$ cat config.mk
export PLATFORM = sky130hd
export DESIGN_NAME = chip8_timers
export DESIGN_NICKNAME = d
export VERILOG_FILES = /design/src/rtl/chip8_timers.sv
export SDC_FILE = /design/constraint.sdc
export NUM_CORES = 1
export LEC_CHECK = 0
export ABC_AREA = 1
export CORE_ASPECT_RATIO = 1.75
export CORE_MARGIN = 2
export CORE_UTILIZATION = 45
export DETAILED_ROUTE_END_ITERATION = 10
export DONT_BUFFER_PORTS = 1
export PLACE_DENSITY = 0.66
export SETUP_SLACK_MARGIN = 0.3
export SLEW_MARGIN = 0
export SYNTH_ARGS = -nofsm -noshare
export SYNTH_HDL_FRONTEND = slang
export SYNTH_SLANG_ARGS = --single-unit
$ cat constraint.sdc
create_clock -name clk_in -period 2.2 [get_ports clk_in]
set_input_delay 0.44 -clock clk_in [delete_from_list [all_inputs] [get_ports clk_in]]
set_output_delay 0.44 -clock clk_in [all_outputs]
set_load 0.01 [all_outputs]
$ cat src/rtl/chip8_timers.sv
// chip8_timers: clock-divided instruction strobe and 60 Hz tick for the CHIP-8 core,
// plus the delay (DT) and sound (ST) timers and the buzzer tone generator.
// Ports:
//   clk_in            system clock (single domain)
//   rst_n_in          asynchronous active-low reset
//   active_in         1 = run, 0 = pause (dividers, timers and tone frozen)
//   dt_we_in          load data_in into DT this cycle
//   st_we_in          load data_in into ST this cycle
//   data_in[7:0]      write value for DT/ST
//   chip8_clk_out     one-cycle instruction strobe, period INSTR_DIV
//   timer_tick_out    one-cycle timer strobe, period TIMER_DIV
//   delay_out[7:0]    current DT value
//   sound_active_out  ST != 0 (decoded directly from the ST register)
//   tone_out          buzzer square wave, half period TONE_HALF cycles
module chip8_timers #(
  parameter int unsigned CLK_HZ   = 100_000_000,
  parameter int unsigned INSTR_HZ = 700,
  parameter int unsigned TIMER_HZ = 60,
  parameter int unsigned TONE_HZ  = 440
) (
  input  logic       clk_in,
  input  logic       rst_n_in,
  input  logic       active_in,
  input  logic       dt_we_in,
  input  logic       st_we_in,
  input  logic [7:0] data_in,
  output logic       chip8_clk_out,
  output logic       timer_tick_out,
  output logic [7:0] delay_out,
  output logic       sound_active_out,
  output logic       tone_out
);

  localparam int unsigned INSTR_DIV = CLK_HZ / INSTR_HZ;
  localparam int unsigned TIMER_DIV = CLK_HZ / TIMER_HZ;
  localparam int unsigned TONE_HALF = CLK_HZ / (2 * TONE_HZ);

  // Counter widths; a half period of 1 still needs a 1-bit counter.
  localparam int unsigned INSTR_W = (INSTR_DIV > 1) ? $clog2(INSTR_DIV) : 1;
  localparam int unsigned TIMER_W = (TIMER_DIV > 1) ? $clog2(TIMER_DIV) : 1;
  localparam int unsigned TONE_W  = (TONE_HALF > 1) ? $clog2(TONE_HALF) : 1;

  localparam logic [INSTR_W-1:0] INSTR_LAST = INSTR_W'(INSTR_DIV - 1);
  localparam logic [TIMER_W-1:0] TIMER_LAST = TIMER_W'(TIMER_DIV - 1);
  localparam logic [TONE_W-1:0]  TONE_LAST  = TONE_W'(TONE_HALF - 1);

  logic [INSTR_W-1:0] instr_cnt;
  logic [TIMER_W-1:0] timer_cnt;
  logic [TONE_W-1:0]  tone_cnt;
  logic [7:0]         dt_q;
  logic [7:0]         st_q;
  logic [7:0]         dt_nxt;
  logic [7:0]         st_nxt;
  logic               instr_tick;
  logic               timer_tick;

  // Terminal count while running; the strobes are these conditions delayed one cycle.
  assign instr_tick = active_in && (instr_cnt == INSTR_LAST);
  assign timer_tick = active_in && (timer_cnt == TIMER_LAST);

  // Instruction divider and strobe register.
  always_ff @(posedge clk_in or negedge rst_n_in) begin
    if (!rst_n_in) begin
      instr_cnt     <= '0;
      chip8_clk_out <= 1'b0;
    end else begin
      chip8_clk_out <= instr_tick;
      if (active_in) begin
        instr_cnt <= (instr_cnt == INSTR_LAST) ? '0 : instr_cnt + INSTR_W'(1);
      end
    end
  end

  // Timer divider and tick register.
  always_ff @(posedge clk_in or negedge rst_n_in) begin
    if (!rst_n_in) begin
      timer_cnt      <= '0;
      timer_tick_out <= 1'b0;
    end else begin
      timer_tick_out <= timer_tick;
      if (active_in) begin
        timer_cnt <= (timer_cnt == TIMER_LAST) ? '0 : timer_cnt + TIMER_W'(1);
      end
    end
  end

  // DT/ST next value: a write beats a coincident tick; decrement saturates at zero.
  always_comb begin
    dt_nxt = dt_q;
    st_nxt = st_q;
    if (dt_we_in) begin
      dt_nxt = data_in;
    end else if (timer_tick && (dt_q != 8'd0)) begin
      dt_nxt = dt_q - 8'd1;
    end
    if (st_we_in) begin
      st_nxt = data_in;
    end else if (timer_tick && (st_q != 8'd0)) begin
      st_nxt = st_q - 8'd1;
    end
  end

  // Timer registers.
  always_ff @(posedge clk_in or negedge rst_n_in) begin
    if (!rst_n_in) begin
      dt_q <= 8'd0;
      st_q <= 8'd0;
    end else begin
      dt_q <= dt_nxt;
      st_q <= st_nxt;
    end
  end

  assign delay_out        = dt_q;
  assign sound_active_out = (st_q != 8'd0);

  // Tone generator: runs while ST is non-zero and active, holds when paused,
  // and is cleared (phase and level) whenever ST is zero.
  always_ff @(posedge clk_in or negedge rst_n_in) begin
    if (!rst_n_in) begin
      tone_cnt <= '0;
      tone_out <= 1'b0;
    end else if (!sound_active_out) begin
      tone_cnt <= '0;
      tone_out <= 1'b0;
    end else if (active_in) begin
      if (tone_cnt == TONE_LAST) begin
        tone_cnt <= '0;
        tone_out <= ~tone_out;
      end else begin
        tone_cnt <= tone_cnt + TONE_W'(1);
      end
    end
  end

endmodule

==> qor.txt <==
status: finished with violations
failing checks: negative hold slack
pwr dens: 898 nW/um2
Worst EP required: 1.76 ns
Synth cell types: 35
unrepaired setup endpoints after global routing: no
Net Switching: 1.61 mW
area grow syn2layout: 9.15%
Vias/cell: 5.47
Max stage delay on crit path: 0.40 ns
I/O pin total: 25
Slowest cell on crit path: dfrtp_1
Worst R2R Path Depth: 7
Place WS: 0.411 ns
Die H: 139 um
CTS clk-pin slew, worst paths: 0.06 ns
reg2reg start: timer_cnt[0]
Mapped Cells: 672
Tightest Hold Check Type: input port to async pin
Root Buffer: clkbuf_16
global-route wire length before repair: 19.7 mm
Cell Int Power: 2.99 mW
# rows: 49
layout cells sized above 1: 6.49%
final net count: 695
CTS Sinks: 75
Critical Path Fanout Max: 7
CTS buffer count: 9
Syn Area/Cell: 6.98 um2
crit path buf inv count: 1
initial antenna violation count: 0
crit share post-route: 79.6%
WP data arrival: 1.31 ns
WS Path Type: flop to primary output
R2R Path End: timer_cnt[12]
CP Capture Type: primary output
commonest non-fill, non-tap cell in the layout: nand2_1
r2r setup slk: 0.48 ns
Placed Instances: 789
Initial Util: 45.8%
number of port buffers: 0
utilization after layout: 50.0%
Pre-Repair DR Iteration Count: 5
cells along the critical path: inv_1 > ha_2 > nand4_4
startpoint types: flop
Top delay family on crit path: flip-flops
die footprint: 11300 um2
Post-synth EDFFs: 0
routability cong.: 0.969
setup_tns: 0 ns
sequential element share of the synthesized area: 40.0%
Clk pwr share: 32.2%
Clk Latency, worst-skew pair: 0.34 ns
Worst Clk Skew: 0.00444 ns
Slew Limit Fails: 0
Lkg Pwr: 2.56 nW
Final Hold Violating Endpoints: 75
syn nets: 693
Post-Syn Area: 4690 um2
Worst VDD drop: 550 uV
Least-Margin Pin Slew: 0.508 ns
Core ar.: 10200 um2
CTS tree: built
power share of the sequential group: 44.2%
die extent in x: 81.2 um
total of max-cap violations: 0
number of global-route vias before repair: 4332
post-route insts no fill: 805
Routed WL: 11.3 mm
post-DP HPWL: 8.32 mm
synthesized flop and latch total: 75
H-tree levels: 3
Tmin final: 1.75 ns
Clock Path Buffers: 2
Via Count: 4405
final hold slack: -0.202 ns
Switching Fraction: 35.1%
Diodes inserted: 0
relative slew slack: 65.8%
setup ws final: 0.449 ns
asr flop ratio synth: 100%
Yosys Warn Count: 0
antenna-violating nets left: 0
average wire per standard cell: 14.0 um
total gr overflow: 0
f_max: 0.571 GHz
Total GRT Usage: 22.1%
Main synth FF type: dfrtp_1
post-route DRC violation count: 0
DRT iter0 DRCs: 254
largest net degree at the start of global routing: 76
most frequent cells in the layout: 192 x nand2_1, 91 x nor2_1, 85 x inv_1, 75 x dfrtp_1, 66 x nand3_1
Gate power share: 23.6%
final-report setup violation count: 0
routing by layer:
layer  routed length [um]  global-route usage [%]  up-vias
met1                 4340                    24.7     2073
met5                    0                       0        -
li1                     -                       -     2147
met4                  525                    12.0        0
met3                  462                    4.69       45
met2                 5940                    38.0      140
worst max-delay path by stage:
stage / end / cells past startpoint / start / slack (ns)
CTS: tone_cnt[4] / 9 / st_q[0] / 0.35
floorplan: tone_cnt[8] / 8 / st_q[0] / 0.67
global route: timer_cnt[10] / 9 / timer_cnt[0] / 0.36
global placement: tone_cnt[4] / 9 / st_q[0] / 0.44
finish: sound_active_out / 3 / st_q[0] / 0.45
detailed placement: tone_cnt[4] / 9 / st_q[0] / 0.41
synth_stat cells (all sizes together), types with 3 or more instances:
cell type  number  share of area [%]
nand2         196                 16
nor2          102                8.9
inv            90                7.2
dfrtp          75                 40
nand3          70                7.9
nor3           27                2.9
o21ai          26                3.1
nand4          24                4.0
xor2           18                3.4
a21oi          16                1.7
ha              8                2.1
buf             6               0.93
clkbuf          4               0.32
o21bai          3               0.48
cells by family after synthesis:
family / Yosys count / synth area share (%)
and+or+nand+nor: 423 / 40.3
xor gates and xnor gates: 19 / 3.55
adders and majority gates: 8 / 2.13
buffers and inverters: 101 / 8.54
AOI/OAI and AO/OA: 46 / 5.44
DFF: 75 / 40.0
timing repair:
item	in CTS	in global routing
endpoints found under the hold margin	75	75
buffers inserted	0	1
gates resized for setup	1	2
endpoints found under the setup margin	1	19
pin swaps	0	1
per-stage QoR:
stage	instance area [um2]	power, mW
6_report	5120	4.60
5_1_grt	5120	4.94
4_1_cts	5090	4.62
3_5_place_dp	4790	3.11
3_3_place_gp	4790	3.07
2_1_floorplan	4690	2.84
final cells by class:
type / instances / area, um2
fillers: 996 / 5120
multi-input cells: 496 / 2430
flip-flops and latches: 75 / 1880
inverters: 91 / 342
clock buffers: 13 / 260
well taps: 127 / 159
clock inverters: 2 / 35.0
repair buffers: 1 / 20.0
power groups by stage:
stage / Clock (mW) / Combinational [mW] / Sequential, mW
after floorplan: 0 / 0.907 / 1.94
after global placement: 0 / 1.03 / 2.04
after detailed placement: 0 / 1.06 / 2.05
after CTS: 1.52 / 1.08 / 2.03
after global routing: 1.59 / 1.27 / 2.08
final: 1.48 / 1.09 / 2.03
registers in the layout, indices dropped and copies added, names as in the netlist:
| name | count |
|---|---|
| chip8_clk_out | 1 |
| timer_tick_out | 1 |
| timer_cnt | 21 |
| st_q | 8 |
| tone_out | 1 |
| tone_cnt | 17 |
| delay_out | 8 |
| instr_cnt | 18 |
worst reg2reg max path: stages (launching register included):
cell and delay (ns):
dfrtp_1 0.41, ha_1 0.26, nand2_1 0.08, nor2_2 0.17, nand4_1 0.22, nor2_2 0.22, nand2_1 0.11, xnor2_1 0.13
No activity file was read; power rests on OpenSTA's default activity.
